<file path="src/rtl/renkon_pool_maxn.sv">
// ---------------------------------------------------------------------------
// renkon_pool_maxn
//   Streaming max-pooling unit for the renkon conv engine. Each of LANES
//   channels keeps a running signed maximum over a window of 1..WMAX samples.
//   An optional ReLU clamps negative results to zero. One finished window per
//   lane is presented on out_data together with a one-cycle out_valid strobe.
//
// Ports
//   clk       rising-edge clock
//   rst       asynchronous active-high reset
//   clr       synchronous abort of the current window (wins over in_valid)
//   win_len   samples per window, sampled on the first sample of a window
//   relu_en   clamp negative results to 0, sampled with win_len
//   in_valid  in_data carries one sample per lane this cycle
//   in_data   lane k in bits [k*DWIDTH +: DWIDTH], two's complement
//   busy      high while a window is partially accumulated
//   out_valid one-cycle strobe, out_data holds a finished window
//   out_data  per-lane pooled result, held until the next emit
// ---------------------------------------------------------------------------
module renkon_pool_maxn #(
  parameter int DWIDTH = 16,
  parameter int LANES  = 4,
  parameter int WMAX   = 16,
  parameter int CNTW   = 5
) (
  input  logic                    clk,
  input  logic                    rst,
  input  logic                    clr,
  input  logic [CNTW-1:0]         win_len,
  input  logic                    relu_en,
  input  logic                    in_valid,
  input  logic [LANES*DWIDTH-1:0] in_data,
  output logic                    busy,
  output logic                    out_valid,
  output logic [LANES*DWIDTH-1:0] out_data
);

  // Clamp a requested window length into 1..WMAX.
  function automatic logic [CNTW-1:0] eff_len(input logic [CNTW-1:0] w);
    if (w == {CNTW{1'b0}}) begin
      return CNTW'(1);
    end else if (w > CNTW'(WMAX)) begin
      return CNTW'(WMAX);
    end else begin
      return w;
    end
  endfunction

  // Signed maximum of two samples.
  function automatic logic [DWIDTH-1:0] smax(input logic [DWIDTH-1:0] a,
                                             input logic [DWIDTH-1:0] b);
    if ($signed(a) > $signed(b)) begin
      return a;
    end else begin
      return b;
    end
  endfunction

  logic [CNTW-1:0]         cnt_q, cnt_d;
  logic [CNTW-1:0]         len_q, len_d;
  logic                    relu_q, relu_d;
  logic [LANES*DWIDTH-1:0] acc_q, acc_d;
  logic                    busy_q, busy_d;
  logic                    out_valid_q, out_valid_d;
  logic [LANES*DWIDTH-1:0] out_data_q, out_data_d;

  logic                    idle_s;
  logic [CNTW-1:0]         len_s;
  logic                    relu_s;
  logic                    last_s;
  logic [LANES*DWIDTH-1:0] mx_s;
  logic [LANES*DWIDTH-1:0] res_s;

  // Per-lane datapath: running max including the current sample, then ReLU.
  // In IDLE the current sample opens the window, so the live win_len/relu_en
  // are used; otherwise the values latched at window start apply.
  always_comb begin
    idle_s = (cnt_q == {CNTW{1'b0}});
    len_s  = idle_s ? eff_len(win_len) : len_q;
    relu_s = idle_s ? relu_en : relu_q;
    if (idle_s) begin
      last_s = (len_s == CNTW'(1));
    end else begin
      last_s = ((cnt_q + CNTW'(1)) == len_q);
    end
    mx_s  = {LANES*DWIDTH{1'b0}};
    res_s = {LANES*DWIDTH{1'b0}};
    for (int k = 0; k < LANES; k++) begin
      if (idle_s) begin
        mx_s[k*DWIDTH +: DWIDTH] = in_data[k*DWIDTH +: DWIDTH];
      end else begin
        mx_s[k*DWIDTH +: DWIDTH] = smax(acc_q[k*DWIDTH +: DWIDTH],
                                        in_data[k*DWIDTH +: DWIDTH]);
      end
      if (relu_s && mx_s[k*DWIDTH + DWIDTH - 1]) begin
        res_s[k*DWIDTH +: DWIDTH] = {DWIDTH{1'b0}};
      end else begin
        res_s[k*DWIDTH +: DWIDTH] = mx_s[k*DWIDTH +: DWIDTH];
      end
    end
  end

  // Next-state logic: clr aborts, a valid sample advances the window.
  always_comb begin
    cnt_d       = cnt_q;
    len_d       = len_q;
    relu_d      = relu_q;
    acc_d       = acc_q;
    busy_d      = busy_q;
    out_valid_d = 1'b0;
    out_data_d  = out_data_q;
    if (clr) begin
      cnt_d  = {CNTW{1'b0}};
      busy_d = 1'b0;
    end else if (in_valid) begin
      acc_d  = mx_s;
      len_d  = len_s;
      relu_d = relu_s;
      if (last_s) begin
        cnt_d       = {CNTW{1'b0}};
        busy_d      = 1'b0;
        out_valid_d = 1'b1;
        out_data_d  = res_s;
      end else begin
        cnt_d  = cnt_q + CNTW'(1);
        busy_d = 1'b1;
      end
    end else begin
      cnt_d = cnt_q;
    end
  end

  // State and output registers.
  always_ff @(posedge clk or posedge rst) begin
    if (rst) begin
      cnt_q       <= {CNTW{1'b0}};
      len_q       <= CNTW'(1);
      relu_q      <= 1'b0;
      acc_q       <= {LANES*DWIDTH{1'b0}};
      busy_q      <= 1'b0;
      out_valid_q <= 1'b0;
      out_data_q  <= {LANES*DWIDTH{1'b0}};
    end else begin
      cnt_q       <= cnt_d;
      len_q       <= len_d;
      relu_q      <= relu_d;
      acc_q       <= acc_d;
      busy_q      <= busy_d;
      out_valid_q <= out_valid_d;
      out_data_q  <= out_data_d;
    end
  end

  assign busy      = busy_q;
  assign out_valid = out_valid_q;
  assign out_data  = out_data_q;

endmodule
</file>
<file path="config.mk">
export PLATFORM = sky130hd
export DESIGN_NAME = renkon_pool_maxn
export DESIGN_NICKNAME = d
export VERILOG_FILES = /design/src/rtl/renkon_pool_maxn.sv
export SDC_FILE = /design/constraint.sdc
export NUM_CORES = 1
export LEC_CHECK = 0
export ABC_AREA = 1
export CAP_MARGIN = 20
export CORE_MARGIN = 8
export CORE_UTILIZATION = 32
export CTS_CLUSTER_SIZE = 16
export DETAILED_ROUTE_END_ITERATION = 12
export HOLD_SLACK_MARGIN = 0.06
export PLACE_DENSITY = 0.49
export SYNTH_ARGS = -nofsm -noshare
export SYNTH_HDL_FRONTEND = slang
export SYNTH_SLANG_ARGS = --single-unit
export TNS_END_PERCENT = 20
</file>
<file path="constraint.sdc">
create_clock -name clk -period 5.8 [get_ports clk]
set_input_delay 1.16 -clock clk [delete_from_list [all_inputs] [get_ports clk]]
set_output_delay 1.16 -clock clk [all_outputs]
set_load 0.05 [all_outputs]
</file>
==> results of run 1 <==
[worst paths after layout]
check                              from            to  slack (ps)  depth (start not counted)
max reg2reg                    cnt_q[0]  out_data[48]        2600                         12
max                         in_data[31]  out_data[20]        2240                         13
min                        out_data[41]  out_data[41]         480                          2
max in group asynchronous           rst      len_q[0]        3600                          3
min in group asynchronous           rst  out_data[21]        1220                          2
min reg2reg                out_data[41]  out_data[41]         480                          2
[metrics by stage]
step / area [um2] / total power (W) / std cells / setup slack (ps) / hold WS, ps
final: 10900 / 0.00581 / 1679 / 2240 / 479
after CTS: 10900 / 0.00589 / 1679 / 2210 / 482
after floorplan: 8640 / 0.00381 / 1202 / 860 / 453
after global routing: 10900 / 0.00630 / 1679 / 1930 / 501
after global placement: 10300 / 0.00466 / 1647 / 1820 / 463
after detailed placement: 10300 / 0.00467 / 1647 / 1780 / 464
[power by group through the flow]
| stage | sequential, W | combinational [W] | clock (W) |
|---|---|---|---|
| after floorplan | 0.00222 | 0.00159 | 0 |
| after global placement | 0.00166 | 0.00300 | 0 |
| after detailed placement | 0.00165 | 0.00302 | 0 |
| after CTS | 0.00165 | 0.00303 | 0.00121 |
| after global routing | 0.00170 | 0.00334 | 0.00126 |
| final | 0.00164 | 0.00298 | 0.00119 |
[kinds of logic after synthesis]
group                    Yosys count  synth area share [%]
AO/OA/AOI/OAI                    107                  6.72
buffers and inverters            209                  10.1
AND/OR/NAND/NOR                  674                  32.3
adder cells (fa/ha/maj)           66                  9.55
flip-flops                       141                  40.8
XOR/XNOR                           5                 0.507
[sequential cells by signal, summed over array words and instances, names as in the netlist]
| register | count |
|---|---|
| acc_q | 64 |
| busy | 1 |
| cnt_q | 5 |
| len_q | 5 |
| out_data | 64 |
| out_valid | 1 |
| relu_q | 1 |
[cells in the final DEF (no fill, tap or decap), drive strengths merged]
cell type	count
a21oi	26
clkbuf	22
xor2	4
nand4	5
nand2	482
buf	7
nand3b	4
o21ai	70
clkinvlp	3
nand3	84
a31oi	1
clkdlybuf4s50	139
inv	163
nor3	2
o22ai	4
ha	66
bufinv	4
a32o	2
clkinv	7
nor2	97
a21o	4
dfstp	1
dfrtp	140
xnor2	1
[layout make-up]
cell class | count | share of cell area, %
repair buffers | 146 | 13.2
inverters | 167 | 5.80
flip-flops and latches | 141 | 32.4
multi-input cells | 852 | 38.9
well taps | 341 | 3.91
clock buffers | 22 | 4.26
clock inverters | 10 | 1.51
[per-layer routing]
metal / global-route usage, % / wire (um)
met4: 3.84 / 261
met5: 0 / 0
met1: 19.6 / 11600
met2: 22.5 / 10100
met3: 4.27 / 1300
[tightest hold or removal path, cell delays in order (launching register included)]
cell and delay (ps):
dfrtp_1 340, nand2_1 50, nand2_1 50
==> results by group, run 1 <==
Outcome
  • Status: complete, no violations

Yosys
  • Seq/Total Area, Yosys: 40.8%
  • Area contributors post-synth: dfrtp_1, nand2_1, ha_1, inv_1, nand3_1
  • Yosys reg bits: 141
  • Cell taking the most area after synthesis: dfrtp_1
  • Mean Syn Cell Area: 7.19 um2
  • Main synth FF type: dfrtp_1
  • Syn_nets: 1342
  • Most frequent cell after synthesis: nand2_1
  • Area share of the largest cell type after synthesis: 40.5%
  • Top cells by count, synth: nand2_1, inv_1, dfrtp_1
  • Cell variety after synth: 33
  • Synth Instances: 1202
  • Yosys warns: 0
  • Post-synth EDFFs: 0
  • Async set or reset register ratio after synthesis: 100%
  • Post-Syn Area: 0.00864 mm2

Layout
  • Synth-to-layout area growth: 26.2%
  • Final nets: 1465
  • Antenna Diode Count: 0
  • Multi-input gate area: 0.00425 mm2
  • Post-layout util: 40.8%
  • Reg area: 0.00353 mm2
  • Share of cells above drive strength 1: 5.31%
  • Fill cell count: 2830

CTS
  • Clk sinks: 141
  • CTS Buffer Depth: 2
  • Post-CTS Setup Inserts: 0
  • TritonCTS Buffers: 17
  • CTS clk-pin slew, worst paths: 70 ps
  • Clk root buf: clkbuf_16
  • TritonCTS clock tree: built
  • Worst-Skew Late Latency: 420 ps
  • Gates resized, CTS repair: 0
  • H-tree depth: 4
  • Hold_buf cts: 0

Worst setup path
  • WP buf/inv: 2
  • Crit Path Class: in -> reg
  • Worst-path maximum fanout: 17
  • CP most frequent cell: nand2_1
  • Crit start category: input pin
  • Critical-path cell list: clkdlybuf4s50_1 -> inv_1 -> ha_1 -> nand2_1 -> nor2_1 -> nand2_1 -> nor2_1 -> nor2_2 -> nand2_4 -> nand2_2 -> nand3_2 -> nand2_1 -> nand2_1
  • Crit path capture type: flip-flop
  • Crit-path slowest cell: nor2_2
  • Max incr delay on CP: 570 ps
  • CP arrival: 3860 ps
  • CP required: 6110 ps
  • Cell family with most CP delay: simple AND/OR/NAND/NOR gates

Power
  • Clk pwr share: 20.4%
  • Net Sw Frac: 46.9%
  • Pwr Density: 533 mW/mm2
  • Combinational share of power: 51.3%
  • Max VDD drop: 0.000323 V
  • Internal power: 0.00309 W
  • Pleak: 5.87 nW
  • Sequential Power Share: 28.3%
  • Sw power: 0.00272 W

Global route
  • Initial antenna violation count: 0
  • GR Overflow Total: 0
  • Largest net degree at the start of global routing: 82
  • Vias in the first global route: 7603
  • Tot GR Track Use: 14.6%
  • First-pass GRT wire length: 39000 um

STA
  • Final setup viols: 0
  • Min Tclk post-route: 3560 ps
  • Max Clock Skew: 12.2 ps
  • Least-Margin Pin Slew: 938 ps
  • Setup TNS: 0 ps
  • Max Clk Rate: 0.281 GHz
  • Final period util: 61.3%
  • Max-slew violation count: 0
  • Final hold viol count: 0
  • Relative slew slack: 37.5%
  • RSZ-0062 raised after global routing: false

Placement
  • DP Wirelength: 16300 um
  • Port Buf Inserts: 139
  • Routability cong.: 0.766

Floorplan
  • Starting Density: 32.3%
  • Die area: 0.0325 mm2
  • Die Span Y: 180 um
  • Ports: 140
  • Core Area: 0.0267 mm2
  • Row count: 60
  • Die Width: 180 um

Drt
  • Post-Route WL: 23200 um
  • Via count of the routed design: 7464
  • Detailed Routing Iterations Pass 1: 4
  • Drt initial violations: 404
  • Routed vias/inst: 4.45
  • WL per Instance: 13.8 um
  • Post-route ant nets: 0
  • DRC: 0

Flow run
  • Max_cap viols: 0

Worst hold path
  • Worst hold path type: reg -> reg
No activity file was read; power rests on OpenSTA's default activity.
==> run 2, diff against run 1 <==
--- a/config.mk
+++ b/config.mk
@@ -12,7 +12,7 @@
 export CTS_CLUSTER_SIZE = 16
 export DETAILED_ROUTE_END_ITERATION = 12
 export HOLD_SLACK_MARGIN = 0.06
-export PLACE_DENSITY = 0.49
+export PLACE_DENSITY = 0.51
 export SYNTH_ARGS = -nofsm -noshare
 export SYNTH_HDL_FRONTEND = slang
 export SYNTH_SLANG_ARGS = --single-unit
==> constraint.sdc (replaced) <==
create_clock -name clk -period 2.8 [get_ports clk]
set_input_delay 0.56 -clock clk [delete_from_list [all_inputs] [get_ports clk]]
set_output_delay 0.56 -clock clk [all_outputs]
set_load 0.05 [all_outputs]
==> run 2 against run 1 <==
Compared with the run above:
- register-to-register slack got worse by 2100 ps
- clock-buffer cell count decreased by 1
- via count increased by 4.0%
- die area unchanged
- clock skew decreased by 1.1 ps
- critical path depth increased by 3
- clock power increased by 99%
- critical path type unchanged
- highest routed layer unchanged
==> results by group, run 2 (synthesis gave the netlist of run 1 again) <==
Drt
  • WL per Instance: 13.7 um
  • Via count of the routed design: 7762
  • DRC: 0
  • Post-Route WL: 23700 um
  • Routed vias/inst: 4.48
  • Detailed Routing Iterations Pass 1: 5
  • Post-route ant nets: 0
  • Drt initial violations: 400

Flow run
  • Max_cap viols: 0

Outcome
  • Status: complete, no violations

STA
  • Final Worst Setup Slack: 306 ps
  • Min Tclk post-route: 2490 ps
  • Final period util: 89.1%
  • Max Clk Rate: 0.401 GHz
  • Final hold viol count: 0
  • Least-Margin Pin Slew: 695 ps
  • Max-slew violation count: 0
  • Max Clock Skew: 11.2 ps
  • Relative slew slack: 53.6%
  • RSZ-0062 raised after global routing: false
  • Final setup viols: 0

CTS
  • Worst-Skew Late Latency: 420 ps
  • CTS clk-pin slew, worst paths: 60 ps
  • TritonCTS Buffers: 17
  • H-tree depth: 4
  • Hold_buf cts: 0
  • CTS Buffer Depth: 2
  • Clk sinks: 141
  • TritonCTS clock tree: built
  • Gates resized, CTS repair: 0
  • Clk root buf: clkbuf_16
  • Post-CTS Setup Inserts: 0

Worst hold path
  • Min-delay src: out_data[36]
  • Worst hold path type: reg -> reg

Power
  • Pleak: 6.17 nW
  • Pwr Density: 1110 mW/mm2
  • Max VDD drop: 0.000683 V

Placement
  • Routability cong.: 0.813
  • Worst slack at placement: -106 ps
  • Dpl cells: 1700
  • Port Buf Inserts: 139
  • DP Wirelength: 17100 um

Worst setup path
  • Crit start category: input pin
  • Worst-path maximum fanout: 12
  • Crit path launch: in_data[47]
  • Worst r2r src: cnt_q[0]
  • Crit Path Class: in -> reg
  • CP arrival: 2800 ps
  • CP required: 3110 ps
  • Crit path capture type: flip-flop

Floorplan
  • Die Span Y: 180 um
  • Core Area: 0.0267 mm2
  • Row count: 60
  • Die area: 0.0325 mm2
  • Ports: 140
  • Die Width: 180 um
  • Starting Density: 32.3%

Global route
  • First-pass GRT wire length: 40300 um
  • Initial antenna violation count: 0
  • GR Overflow Total: 0
  • Tot GR Track Use: 15.1%
  • Largest net degree at the start of global routing: 94
  • Vias in the first global route: 7947

Layout
  • Commonest non-fill, non-tap cell in the layout: nand2_1
  • Commonest cells after routing, fill and taps aside: nand2_1, inv_1, dfrtp_1
  • Final Non-Filler Cells: 1732
  • Antenna Diode Count: 0
  • Final nets: 1518
  • Share of cells above drive strength 1: 8.99%
  • Synth-to-layout area growth: 31.8%
## run 2: final timing paths
| kind | endpoint | slack (ps) | cells after the start |
|---|---|---|---|
| max | out_data[36] | 310 | 16 |
| min reg2reg | out_data[36] | 480 | 2 |
| min in group asynchronous | acc_q[10] | 570 | 3 |
| max reg2reg | out_data[52] | 480 | 12 |
| max in group asynchronous | acc_q[40] | 1700 | 3 |
| min | out_data[36] | 480 | 2 |
## run 2: report_power, final
group	switching [W]	total (W)	internal (W)
combinational	0.00429	0.00684	0.00254
sequential	0.000580	0.00343	0.00285
clock	0.000928	0.00237	0.00145
total	0.00580	0.0126	0.00684
## run 2: stage by stage
| stage | setup TNS, ps | hold slack (ps) | total power [W] | instance area [um2] | util [%] |
|---|---|---|---|---|---|
| 2_1_floorplan | 0 | 453 | 0.00789 | 8650 | - |
| 3_3_place_gp | -393 | 462 | 0.0103 | 10800 | 40.4 |
| 3_5_place_dp | -1800 | 464 | 0.0104 | 10800 | 40.4 |
| 4_1_cts | 0 | 484 | 0.0128 | 11400 | 42.6 |
| 5_1_grt | 0 | 508 | 0.0137 | 11400 | 42.6 |
| 6_report | 0 | 479 | 0.0126 | 11400 | 42.6 |
## run 2: cell type report
cell class	count	area [um2]
fill	2809	15300
multi-input combinational	852	4250
sequential	141	3530
timing repair buffer	199	1950
inverter	167	632
clock buffer	21	460
tap	341	427
clock inverter	11	141
## run 2: critical path, stage by stage
cell,delay [ps]
clkdlybuf4s50_1,520
inv_1,90
ha_1,370
a21oi_1,160
o21ai_0,90
nor2_1,160
nand2_1,80
nand2_1,90
nand2_4,80
nand2_4,80
buf_4,200
nand2_1,70
nand2_1,80
nor2_1,50
nand2_1,60
nand2_1,60
## run 2: per-layer routing
metal  GRT usage [%]  vias to the layer above  share of wire (%)
met2            24.8                      133                 45
li1                -                     4077                  -
met1            19.2                     3534                 49
met3            4.03                       18                4.9
met5               0                        -                  0
met4            4.03                        0                1.1
==> run 3, diff against run 2 <==
--- a/config.mk
+++ b/config.mk
@@ -5,14 +5,15 @@
 export SDC_FILE = /design/constraint.sdc
 export NUM_CORES = 1
 export LEC_CHECK = 0
-export ABC_AREA = 1
+export ABC_AREA = 0
 export CAP_MARGIN = 20
 export CORE_MARGIN = 8
 export CORE_UTILIZATION = 32
 export CTS_CLUSTER_SIZE = 16
 export DETAILED_ROUTE_END_ITERATION = 12
+export GPL_TIMING_DRIVEN = 0
 export HOLD_SLACK_MARGIN = 0.06
-export PLACE_DENSITY = 0.51
+export PLACE_DENSITY = 0.52
 export SYNTH_ARGS = -nofsm -noshare
 export SYNTH_HDL_FRONTEND = slang
 export SYNTH_SLANG_ARGS = --single-unit
==> run 3 against run 2 <==
Compared with the run above:
- sequential share of layout area increased by 1.6 points
- wire length fell by 9.1%
- setup slack lost 260 ps
- total power is 20% lower
- die area is 8.8% lower
- via count down 21%
- maximum frequency is 9.5% lower
- clock skew grew 3.0 ps
- global-route usage is 0.30 points lower
- critical path depth down 5
- critical endpoint is now acc_q[35]
==> results by group, run 3 <==
Drt
  • Detailed Routing Iterations Pass 1: 4
  • DRC: 0
  • Routed vias/inst: 4.72
  • Post-route ant nets: 0
  • Drt initial violations: 319
  • WL per Instance: 16.6 um
  • Post-Route WL: 21600 um
  • Via count of the routed design: 6154

Floorplan
  • Core Area: 0.0242 mm2
  • Row count: 57
  • Die Span Y: 172 um
  • Die Width: 172 um
  • Ports: 140
  • Die area: 0.0297 mm2
  • Starting Density: 32.3%

Worst setup path
  • Crit Path Class: in -> reg
  • Worst-path maximum fanout: 9
  • Crit path capture type: flip-flop
  • Reg2Reg Setup Slack: 60 ps
  • R2r worst-path depth: 10
  • Crit path launch: in_data[35]
  • CP required: 3110 ps
  • Critical Path End: acc_q[35]
  • CP arrival: 3060 ps
  • Reg2reg end: acc_q[35]
  • Worst r2r src: acc_q[37]
  • Crit start category: input pin

STA
  • RSZ-0062 raised after global routing: true
  • Relative slew slack: 52.9%
  • Max Clk Rate: 0.363 GHz
  • Min Tclk post-route: 2750 ps
  • Least-Margin Pin Slew: 693 ps
  • Setup TNS: 0 ps
  • Final hold viol count: 0
  • Final period util: 98.4%
  • Final setup viols: 0
  • Max Clock Skew: 14.2 ps
  • Max-slew violation count: 0

Power
  • Clk pwr share: 22.7%
  • Total power: 0.0100 W
  • Combinational share of power: 45.9%
  • Max VDD drop: 0.000640 V
  • Net Sw Frac: 41.9%
  • Pleak: 5.08 nW
  • Sequential Power Share: 31.4%
  • Sw power: 0.00421 W
  • Internal power: 0.00584 W
  • Pwr Density: 928 mW/mm2

Layout
  • Share of cells above drive strength 1: 15.4%
  • Commonest non-fill, non-tap cell in the layout: dfrtp_1
  • Final Non-Filler Cells: 1303
  • Final nets: 1106
  • Final Cell Area: 0.0108 mm2
  • Synth-to-layout area growth: 38.6%
  • Commonest cells after routing, fill and taps aside: dfrtp_1, nand2_1, clkdlybuf4s50_1

Global route
  • Largest net degree at the start of global routing: 38
  • First-pass GRT wire length: 34200 um
  • GR Overflow Total: 0
  • Vias in the first global route: 6355
  • Initial antenna violation count: 2
  • Tot GR Track Use: 14.8%

CTS
  • Clk root buf: clkbuf_16
  • TritonCTS clock tree: built
  • TritonCTS Buffers: 17
  • Clk sinks: 141
  • Hold_buf cts: 0
  • CTS Buffer Depth: 2
  • Worst-Skew Late Latency: 420 ps
  • H-tree depth: 4
  • CTS clk-pin slew, worst paths: 70 ps

Yosys
  • Yosys warns: 0
  • Post-synth EDFFs: 0
  • Seq/Total Area, Yosys: 45.2%
  • Synth Instances: 787
  • Area contributors post-synth: dfrtp_1, ha_1, mux2i_1, o21ai_0, nand2_1
  • Cell taking the most area after synthesis: dfrtp_1
  • Most frequent cell after synthesis: dfrtp_1
  • Yosys reg bits: 141
  • Syn_nets: 927
  • Post-Syn Area: 0.00781 mm2
  • Async set or reset register ratio after synthesis: 100%
  • Cell variety after synth: 48
  • Mean Syn Cell Area: 9.93 um2
  • Area share of the largest cell type after synthesis: 44.8%
  • Main synth FF type: dfrtp_1
  • Top cells by count, synth: dfrtp_1, nand2_1, o21ai_0

Worst hold path
  • Hold Path Depth: 2
  • Worst hold path type: reg -> reg

Placement
  • Routability cong.: 0.775
  • DP Wirelength: 15800 um
  • Port Buf Inserts: 139
  • Post-Place Cell Area: 0.00969 mm2
  • Dpl cells: 1254

Flow run
  • Max_cap viols: 0

Outcome
  • Status: complete, no violations
-- run 3: cell count changes in the layout (fill, tap and decap cells not counted), sizes merged, moves of 9 or more --
cell | before | now
a211oi | 0 | 19
buf | 60 | 34
clkbuf | 21 | 35
clkdlybuf4s50 | 139 | 119
inv | 162 | 73
mux2 | 0 | 20
mux2i | 0 | 66
nand2 | 482 | 129
nand3 | 84 | 3
nor2 | 97 | 25
nor3 | 2 | 11
o21ai | 70 | 109
-- run 3: through the flow --
stage                     util (%)  hold WS (ps)  setup slack, ps
final                         44.8           478             45.5
after global routing          44.8           488            -62.7
after CTS                     43.4           483             4.97
after detailed placement      40.1           470             -977
after global placement        39.8           461            -1060
after floorplan                  -           458             -170
-- run 3: repair_timing --
item	4_1_cts	5_1_grt
gates cloned	1	1
resized for setup	47	96
pin swaps	10	12
setup buffers	10	6
setup endpoints to repair	128	110
-- run 3: worst min path at each step --
stage	slack [ps]	from	end
2_1_floorplan	460	len_q[0]	len_q[0]
3_3_place_gp	460	out_data[9]	out_data[9]
3_5_place_dp	470	out_data[47]	out_data[47]
5_1_grt	490	in_data[63]	acc_q[63]
4_1_cts	480	out_data[47]	out_data[47]
6_report	480	out_data[9]	out_data[9]
-- run 3: worst max-delay path, stage by stage --
cell and delay [ps]:
clkdlybuf4s50_1 500, inv_1 50, ha_1 330, a21oi_2 160
a21oi_2 90, a311oi_2 250, mux2_4 340, buf_12 160
nor2_8 140, buf_8 140, mux2_2 330
-- run 3: routing by layer --
metal	part of all wire [%]	wire length, um	GRT usage (%)	vias up
met5	0.083	18	0	-
met4	1.0	226	3.71	4
met3	5.9	1280	4.20	21
met2	46	9870	23.1	117
met1	47	10200	19.8	2913
li1	-	-	-	3099
-- run 3: power by group through the flow --
stage	Clock (W)	Sequential, W	Combinational [W]
3_3_place_gp	0	0.00316	0.00436
4_1_cts	0.00234	0.00315	0.00449
6_report	0.00228	0.00316	0.00461
3_5_place_dp	0	0.00317	0.00440
2_1_floorplan	0	0.00462	0.00143
5_1_grt	0.00243	0.00326	0.00496
-- run 3: logic make-up (layout without fill, tap and decap cells) --
family | count (synthesis) | in the layout | synth area share (%)
buffers and inverters | 100 | 291 | 5.57
flip-flops | 141 | 141 | 45.2
other | 0 | 1 | 0
AND/OR/NAND/NOR | 211 | 211 | 12.8
AO/OA/AOI/OAI | 177 | 177 | 13.7
XOR/XNOR | 6 | 6 | 0.673
adder cells (fa/ha/maj) | 66 | 66 | 10.6
multiplexers | 86 | 86 | 11.5
-- run 3: cell type report --
| type | instances | area (um2) |
|---|---|---|
| fillers | 2350 | 13300 |
| multi-input cells | 546 | 4170 |
| flip-flops and latches | 141 | 3530 |
| repair buffers | 161 | 1650 |
| clock buffers | 19 | 443 |
| well taps | 324 | 405 |
| inverters | 71 | 275 |
| plain buffers | 28 | 221 |
| clock inverters | 12 | 138 |
| diodes | 1 | 2.50 |
